**src/rtl/ddr3_arb_pkg.sv**
```systemverilog
// ddr3_arb_pkg
//   Shared definitions for the DDR3 user-port arbiter: arbiter state
//   encoding, requester-id type, and the default bus widths that match
//   ddr3_memory_controller.
//   Optional feature macro used by the arbiter: ARB_TIMEOUT_EN.
package ddr3_arb_pkg;

    localparam int unsigned ADDRESS_BITWIDTH_DEF      = 15;
    localparam int unsigned BANK_ADDRESS_BITWIDTH_DEF = 3;
    localparam int unsigned DQ_BITWIDTH_DEF           = 16;
    localparam int unsigned REQ_ID_BITWIDTH           = 1;

    typedef logic [REQ_ID_BITWIDTH-1:0] req_id_t;

    typedef enum logic [1:0] {
        IDLE    = 2'd0,
        ISSUE   = 2'd1,
        WAIT_RD = 2'd2
    } arb_state_e;

    // Winner of a two-way round-robin: a lone requester always wins, and
    // on contention the requester that was not granted last time wins.
    function automatic req_id_t rr_pick(input logic valid_0, input logic valid_1,
                                        input req_id_t last_grant);
        req_id_t pick;
        if (valid_0 && valid_1) begin
            pick = (last_grant == req_id_t'(1)) ? req_id_t'(0) : req_id_t'(1);
        end else if (valid_1) begin
            pick = req_id_t'(1);
        end else begin
            pick = req_id_t'(0);
        end
        return pick;
    endfunction

endpackage

```
**src/rtl/rr_arbiter_2.sv**
```systemverilog
// rr_arbiter_2
//   Two-requester round-robin arbiter. Grants are combinational from the
//   two valids and the last granted id; the last-grant register updates
//   on an accepted command.
//   Ports:
//     clk_i, reset_i      clock, synchronous active-high reset
//     valid_0_i/valid_1_i requester n has a command
//     accept_i            the granted command is accepted on this edge
//     grant_0_o/grant_1_o requester n is the current winner
//     grant_id_o          id of the current winner
module rr_arbiter_2
    import ddr3_arb_pkg::*;
(
    input  logic    clk_i,
    input  logic    reset_i,
    input  logic    valid_0_i,
    input  logic    valid_1_i,
    input  logic    accept_i,
    output logic    grant_0_o,
    output logic    grant_1_o,
    output req_id_t grant_id_o
);

    req_id_t last_grant_q;
    req_id_t last_grant_d;
    req_id_t pick;

    always_comb begin
        pick       = rr_pick(valid_0_i, valid_1_i, last_grant_q);
        grant_0_o  = valid_0_i && (pick == req_id_t'(0));
        grant_1_o  = valid_1_i && (pick == req_id_t'(1));
        grant_id_o = pick;
    end

    always_comb begin
        last_grant_d = last_grant_q;
        if (accept_i) begin
            last_grant_d = pick;
        end
    end

    // Reset to requester 1 so that requester 0 wins the first contention.
    always_ff @(posedge clk_i) begin
        if (reset_i) begin
            last_grant_q <= req_id_t'(1);
        end else begin
            last_grant_q <= last_grant_d;
        end
    end

endmodule

```
**src/rtl/ddr3_user_port_arbiter.sv**
```systemverilog
// ddr3_user_port_arbiter
//   Shares the single user port of ddr3_memory_controller between two
//   requesters with round-robin fairness, one command in flight at a time.
//   Read data is routed back to the requester that issued the read.
//   Optional feature: define ARB_TIMEOUT_EN to add a watchdog that abandons
//   a command stuck in ISSUE/WAIT_RD for TIMEOUT_CYCLES cycles and pulses
//   timeout_err (parameter and port exist only with the macro).
//   Ports:
//     clk, reset                      clock, synchronous active-high reset
//     req_valid_n/req_ready_n         command handshake, requester n
//     req_write_n/req_addr_n/req_wdata_n  command contents, requester n
//     rsp_valid_n, rsp_rdata          one-cycle read-data pulse to requester n
//     write_enable/read_enable        registered command enables to controller
//     i_user_data_address/i_user_data latched command operands to controller
//     o_user_data, ctrl_rd_valid      read data from controller
//     ctrl_ready                      controller takes the enabled command
//     busy                            registered (state != IDLE)
//     timeout_err                     watchdog pulse (ARB_TIMEOUT_EN only)
module ddr3_user_port_arbiter
    import ddr3_arb_pkg::*;
#(
    parameter int unsigned ADDRESS_BITWIDTH      = ADDRESS_BITWIDTH_DEF,
    parameter int unsigned BANK_ADDRESS_BITWIDTH = BANK_ADDRESS_BITWIDTH_DEF,
    parameter int unsigned DQ_BITWIDTH           = DQ_BITWIDTH_DEF
`ifdef ARB_TIMEOUT_EN
    ,
    parameter int unsigned TIMEOUT_CYCLES        = 1023
`endif
)(
    input  logic                                             clk,
    input  logic                                             reset,
    input  logic                                             req_valid_0,
    input  logic                                             req_valid_1,
    output logic                                             req_ready_0,
    output logic                                             req_ready_1,
    input  logic                                             req_write_0,
    input  logic                                             req_write_1,
    input  logic [BANK_ADDRESS_BITWIDTH+ADDRESS_BITWIDTH-1:0] req_addr_0,
    input  logic [BANK_ADDRESS_BITWIDTH+ADDRESS_BITWIDTH-1:0] req_addr_1,
    input  logic [DQ_BITWIDTH-1:0]                           req_wdata_0,
    input  logic [DQ_BITWIDTH-1:0]                           req_wdata_1,
    output logic                                             rsp_valid_0,
    output logic                                             rsp_valid_1,
    output logic [DQ_BITWIDTH-1:0]                           rsp_rdata,
    output logic                                             write_enable,
    output logic                                             read_enable,
    output logic [BANK_ADDRESS_BITWIDTH+ADDRESS_BITWIDTH-1:0] i_user_data_address,
    output logic [DQ_BITWIDTH-1:0]                           i_user_data,
    input  logic [DQ_BITWIDTH-1:0]                           o_user_data,
    input  logic                                             ctrl_ready,
    input  logic                                             ctrl_rd_valid,
    output logic                                             busy
`ifdef ARB_TIMEOUT_EN
    ,
    output logic                                             timeout_err
`endif
);

    localparam int unsigned AW = BANK_ADDRESS_BITWIDTH + ADDRESS_BITWIDTH;

    arb_state_e             state_q,     state_d;
    logic                   wr_q,        wr_d;
    logic [AW-1:0]          addr_q,      addr_d;
    logic [DQ_BITWIDTH-1:0] wdata_q,     wdata_d;
    req_id_t                id_q,        id_d;
    logic                   we_q,        we_d;
    logic                   re_q,        re_d;
    logic                   rsp_v0_q,    rsp_v0_d;
    logic                   rsp_v1_q,    rsp_v1_d;
    logic [DQ_BITWIDTH-1:0] rdata_q,     rdata_d;
    logic                   busy_q,      busy_d;

    logic    grant_0;
    logic    grant_1;
    req_id_t grant_id;
    logic    accept;
    logic    sel_1;

`ifdef ARB_TIMEOUT_EN
    localparam int unsigned CNT_W = $clog2(TIMEOUT_CYCLES + 1);
    localparam logic [CNT_W-1:0] CNT_MAX  = CNT_W'(TIMEOUT_CYCLES);
    localparam logic [CNT_W-1:0] CNT_LAST = CNT_W'(TIMEOUT_CYCLES - 1);

    logic [CNT_W-1:0] cnt_q, cnt_d;
    logic             to_q,  to_d;
    logic             expire;
`endif

    rr_arbiter_2 u_rr (
        .clk_i      (clk),
        .reset_i    (reset),
        .valid_0_i  (req_valid_0),
        .valid_1_i  (req_valid_1),
        .accept_i   (accept),
        .grant_0_o  (grant_0),
        .grant_1_o  (grant_1),
        .grant_id_o (grant_id)
    );

    always_comb begin
        req_ready_0 = (state_q == IDLE) && grant_0;
        req_ready_1 = (state_q == IDLE) && grant_1;
        // Grants already imply valid, so any ready is a completed handshake.
        accept      = req_ready_0 || req_ready_1;
        sel_1       = (grant_id == req_id_t'(1));
    end

    always_comb begin
        state_d  = state_q;
        wr_d     = wr_q;
        addr_d   = addr_q;
        wdata_d  = wdata_q;
        id_d     = id_q;
        we_d     = 1'b0;
        re_d     = 1'b0;
        rsp_v0_d = 1'b0;
        rsp_v1_d = 1'b0;
        rdata_d  = rdata_q;
`ifdef ARB_TIMEOUT_EN
        to_d     = 1'b0;
        // Compared against the pre-increment count so the abort lands
        // exactly TIMEOUT_CYCLES cycles after ISSUE entry; >= keeps a read
        // that reached WAIT_RD late from escaping the watchdog.
        expire   = (cnt_q >= CNT_LAST);
        cnt_d    = cnt_q;
        if (state_q != IDLE && cnt_q < CNT_MAX) begin
            cnt_d = cnt_q + 1'b1;
        end
`endif

        unique case (state_q)
            IDLE: begin
                if (accept) begin
                    wr_d    = sel_1 ? req_write_1 : req_write_0;
                    addr_d  = sel_1 ? req_addr_1  : req_addr_0;
                    wdata_d = sel_1 ? req_wdata_1 : req_wdata_0;
                    id_d    = grant_id;
                    we_d    = wr_d;
                    re_d    = !wr_d;
                    state_d = ISSUE;
`ifdef ARB_TIMEOUT_EN
                    cnt_d   = '0;
`endif
                end
            end
            ISSUE: begin
                if (ctrl_ready) begin
                    state_d = wr_q ? IDLE : WAIT_RD;
`ifdef ARB_TIMEOUT_EN
                end else if (expire) begin
                    state_d = IDLE;
                    to_d    = 1'b1;
`endif
                end else begin
                    we_d = we_q;
                    re_d = re_q;
                end
            end
            WAIT_RD: begin
                if (ctrl_rd_valid) begin
                    rdata_d  = o_user_data;
                    rsp_v0_d = (id_q == req_id_t'(0));
                    rsp_v1_d = (id_q == req_id_t'(1));
                    state_d  = IDLE;
`ifdef ARB_TIMEOUT_EN
                end else if (expire) begin
                    state_d = IDLE;
                    to_d    = 1'b1;
`endif
                end
            end
            default: begin
                state_d = IDLE;
            end
        endcase

        busy_d = (state_d != IDLE);
    end

    always_ff @(posedge clk) begin
        if (reset) begin
            state_q  <= IDLE;
            wr_q     <= 1'b0;
            addr_q   <= '0;
            wdata_q  <= '0;
            id_q     <= '0;
            we_q     <= 1'b0;
            re_q     <= 1'b0;
            rsp_v0_q <= 1'b0;
            rsp_v1_q <= 1'b0;
            rdata_q  <= '0;
            busy_q   <= 1'b0;
        end else begin
            state_q  <= state_d;
            wr_q     <= wr_d;
            addr_q   <= addr_d;
            wdata_q  <= wdata_d;
            id_q     <= id_d;
            we_q     <= we_d;
            re_q     <= re_d;
            rsp_v0_q <= rsp_v0_d;
            rsp_v1_q <= rsp_v1_d;
            rdata_q  <= rdata_d;
            busy_q   <= busy_d;
        end
    end

`ifdef ARB_TIMEOUT_EN
    always_ff @(posedge clk) begin
        if (reset) begin
            cnt_q <= '0;
            to_q  <= 1'b0;
        end else begin
            cnt_q <= cnt_d;
            to_q  <= to_d;
        end
    end

    assign timeout_err = to_q;
`endif

    assign write_enable        = we_q;
    assign read_enable         = re_q;
    assign i_user_data_address = addr_q;
    assign i_user_data         = wdata_q;
    assign rsp_valid_0         = rsp_v0_q;
    assign rsp_valid_1         = rsp_v1_q;
    assign rsp_rdata           = rdata_q;
    assign busy                = busy_q;

endmodule

```
**config.mk**
```make
export PLATFORM = sky130hd
export DESIGN_NAME = ddr3_user_port_arbiter
export DESIGN_NICKNAME = d
export VERILOG_FILES = /design/src/rtl/ddr3_arb_pkg.sv /design/src/rtl/rr_arbiter_2.sv /design/src/rtl/ddr3_user_port_arbiter.sv
export SDC_FILE = /design/constraint.sdc
export NUM_CORES = 1
export LEC_CHECK = 0
export ABC_AREA = 1
export CAP_MARGIN = 5
export CORE_MARGIN = 5
export CORE_UTILIZATION = 43
export DETAILED_ROUTE_END_ITERATION = 7
export GPL_ROUTABILITY_DRIVEN = 0
export PLACE_DENSITY = 0.85
export SYNTH_ARGS = -nofsm -noshare
export SYNTH_HDL_FRONTEND = slang
export SYNTH_HIERARCHICAL = 1
export SYNTH_SLANG_ARGS = --single-unit
```
**constraint.sdc**
```tcl
create_clock -name clk -period 4 [get_ports clk]
set_input_delay 0.4 -clock clk [delete_from_list [all_inputs] [get_ports clk]]
set_output_delay 0.4 -clock clk [all_outputs]
set_load 0.03 [all_outputs]
```
==> results.py <==
metrics = {
    "detailed_routing": {
        "drt-pass1-iter-count": 4,
        "route.detailed.drc": 0,
        "avgViaCountPerCell": 4.50,
        "detail-route-antenna-nets": 0,
        "dr.first_iter.drc_count": 120,
        "num_vias": 3087,
        "routed_wl_mm": 8.20,
        "routed_length_per_placed_instance_um": 12.0,
    },
    "sta": {
        "tightest_slew_ns": 0.868,
        "worst_clock_skew_ns": 0.0101,
        "fin_crit_sh_pct": 60.7,
        "period_needed_ns": 2.43,
        "max-slew-margin-rel_pct": 42.0,
        "final-max-slew-violation-count": 0,
        "timing_hold_violations_final": 0,
        "max_freq_mhz": 412,
        "fin_setup_tns_ns": 0,
        "number_of_failing_setup_endpoints_in_the_final_timing_report": 0,
        "setup_repair_after_global_routing_missed_its_margin": "no",
    },
    "worst_setup_path": {
        "path_class": "input pin to output port",
        "r2r_setup_slack_ns": 2.51,
        "timing.critical_path.from_type": "input pin",
        "slowest_stage": "clkdlybuf4s50_1",
        "critical_path_arrival_ns": 2.03,
        "timing.critical_path.slowest_cell_delay_ns": 0.69,
        "crit_top_cell": "clkdlybuf4s50_1",
        "crit_path_max_fanout": 4,
        "crit_chain": "clkdlybuf4s50_1 > nand2_2 > a21boi_2 > inv_1 > nor2_1 > clkdlybuf4s50_1",
        "r2r_start": "u_rr/last_grant_q$_SDFFE_PP1P_",
        "worst-r2r-cell-count": 7,
        "cp-end-kind": "output port",
        "crit_required_ns": 3.60,
        "crit-reg2reg-capture": "busy$_SDFF_PP0_",
    },
    "logic_synthesis": {
        "synth.largest_area_cell": "dfxtp_1",
        "asyncSetResetFlopFracSynth_pct": 0,
        "top_cell_type_s_share_of_synthesized_area_pct": 42.3,
        "synth-edff-count": 0,
        "syn_inst": 464,
        "seq_area_frac_synth_pct": 42.3,
        "synthesis.area_um2": 2840,
        "synthMostInstantiatedCell": "nand2_1",
        "synth.net_count": 556,
        "yosys_warnings": 6,
        "ys_dominant_reg_cell": "dfxtp_1",
        "post_synth_main_area_contributors": "dfxtp_1, nand2_1, nor2_1",
        "yosys_register_bits": 60,
        "synthDistinctLibCells": 23,
        "synth_common_cells": "nand2_1, nor2_1, inv_1",
        "post_synth.cell_area_avg_um2": 6.13,
    },
    "cells_and_area": {
        "multi_input_gate_area_in_the_final_layout_um2": 1270,
        "drive_gt1_share_pct": 4.27,
        "final_nets": 696,
        "area_taken_by_flip_flops_and_latches_um2": 1200,
        "layout.filler_cells": 533,
        "antenna-diode-count": 0,
        "syn_to_final_growth_pct": 59.6,
        "finish.cell_count_without_fillers": 686,
    },
    "placement": {
        "io_buffers": 148,
        "dpl.cell_count": 670,
        "hpwlAfterDp_mm": 6.13,
    },
    "die": {
        "floorplan.rows": 29,
        "floorplan.core_area_um2": 6390,
        "num_io_pins": 149,
        "die_w_um": 91.3,
        "die_height_um": 91.3,
        "initial_utilization_pct": 44.5,
        "die-area_um2": 8340,
    },
    "global_route": {
        "antenna_found_initial": 0,
        "grt-ovfl-total": 0,
        "grt_max_degree": 56,
        "grt_pass1_wl_mm": 13.9,
        "first_global_vias": 2988,
        "global_route.usage.total_pct": 20.2,
    },
    "power": {
        "power.total_mw": 1.82,
        "total_leakage_power_nw": 2.15,
        "power-per-cell-area_nw_per_um2": 402,
        "vdd_ir_drop_max_mv": 0.250,
    },
    "clock_tree": {
        "cts.hold.buffers_added": 0,
        "cts_tree": "done",
        "clock_tree.root_cell": "clkbuf_8",
        "worst_setup_hold_path_clk_slew_ns": 0.06,
        "post_cts_resize_count": 0,
        "clock_latency_ns": 0.34,
        "postCtsSetupRepairBufs": 0,
        "numCtsBuffers": 9,
        "tritoncts_num_sinks": 60,
        "maximum_level_of_the_cts_h_tree": 3,
        "number_of_buffers_on_the_longest_clock_path": 2,
    },
    "worst_hold_path": {
        "hold_end": "rsp_valid_0$_SDFF_PP0_",
        "hold_path_startpoint": "id_q$_SDFFE_PP0P_",
        "holdPathStages": 1,
        "hold_path.class": "register to register",
    },
    "flow_run": {
        "max_cap_viol_count": 0,
    },
    "outcome": {
        "outcome": "finished clean",
    },
}
==> power breakdown <==
| part | switching [mW] | internal [mW] |
|---|---|---|
| Sequential | 0.0320 | 0.661 |
| Combinational | 0.328 | 0.255 |
| Clock | 0.226 | 0.320 |
==> registers in the layout, summed over array words and instances, names as in the netlist <==
register and count:
write_enable 1, i_user_data_address 18, rsp_valid_0 1, u_rr/last_grant_q 1, busy 1, id_q 1, state_q 2, i_user_data 16
rsp_rdata 16, rsp_valid_1 1, wr_q 1, read_enable 1
==> cell families after synthesis <==
| kind of cell | share of synthesized area [%] |
|---|---|
| AO/OA/AOI/OAI | 6.87 |
| buffers and inverters | 13.4 |
| flip-flops | 42.3 |
| AND/OR/NAND/NOR | 37.5 |
==> how the worst max path moves through the flow <==
| stage | cells after the start | to | slack (ns) | from |
|---|---|---|---|---|
| floorplan | 4 | req_ready_1 | 2.52 | req_valid_0 |
| global placement | 6 | req_ready_0 | 1.62 | req_valid_0 |
| detailed placement | 6 | req_ready_0 | 1.57 | req_valid_0 |
| CTS | 6 | req_ready_0 | 1.55 | req_valid_0 |
| global route | 6 | req_ready_0 | 1.44 | req_valid_0 |
| finish | 6 | req_ready_0 | 1.57 | req_valid_0 |
==> worst max-delay path, delay by kind of cell <==
family	cells	cell delay [ns]
buffers and inverters	3	1.24
AOI/OAI and AO/OA	1	0.20
and+or+nand+nor	2	0.19
==> per-stage QoR <==
stage / hold WS [ns] / worst slack [ns] / instance area (um2) / utilization [%]
global route: 0.451 / 1.44 / 4540 / 71.0
detailed placement: 0.421 / 1.57 / 4330 / 67.8
CTS: 0.431 / 1.55 / 4540 / 71.0
finish: 0.428 / 1.57 / 4540 / 71.0
floorplan: 0.398 / 2.52 / 2840 / -
global placement: 0.408 / 1.62 / 4330 / 67.8
==> placed cells by master (no fill, tap or decap), drive strengths merged <==
master	Yosys	final
nand2	186	186
clkdlybuf4s50	0	148
nor2	81	81
inv	67	67
dfxtp	60	60
o21ai	19	19
a21oi	17	17
clkbuf	8	12
buf	15	4
clkinv	1	3
nand3b	2	2
nor3	2	2
and2	2	2
nand3	2	2
nand4	1	1
bufinv	0	1
clkinvlp	0	1
a21boi	1	1
==> routing by layer <==
metal,global-route usage [%],vias up,share of wire [%]
li1,-,1634,-
met1,24.8,1327,43
met2,32.8,106,47
met3,5.45,20,7.2
met4,9.29,0,2.8
met5,0,-,0
==> final cells by class <==
class | count | area share [%]
inverters | 68 | 5.63
repair buffers | 152 | 33.3
clock inverters | 4 | 1.05
multi-input cells | 313 | 28.0
clock buffers | 12 | 3.42
flip-flops and latches | 60 | 26.5
well taps | 77 | 2.12
Power figures use the tool's default switching activity.
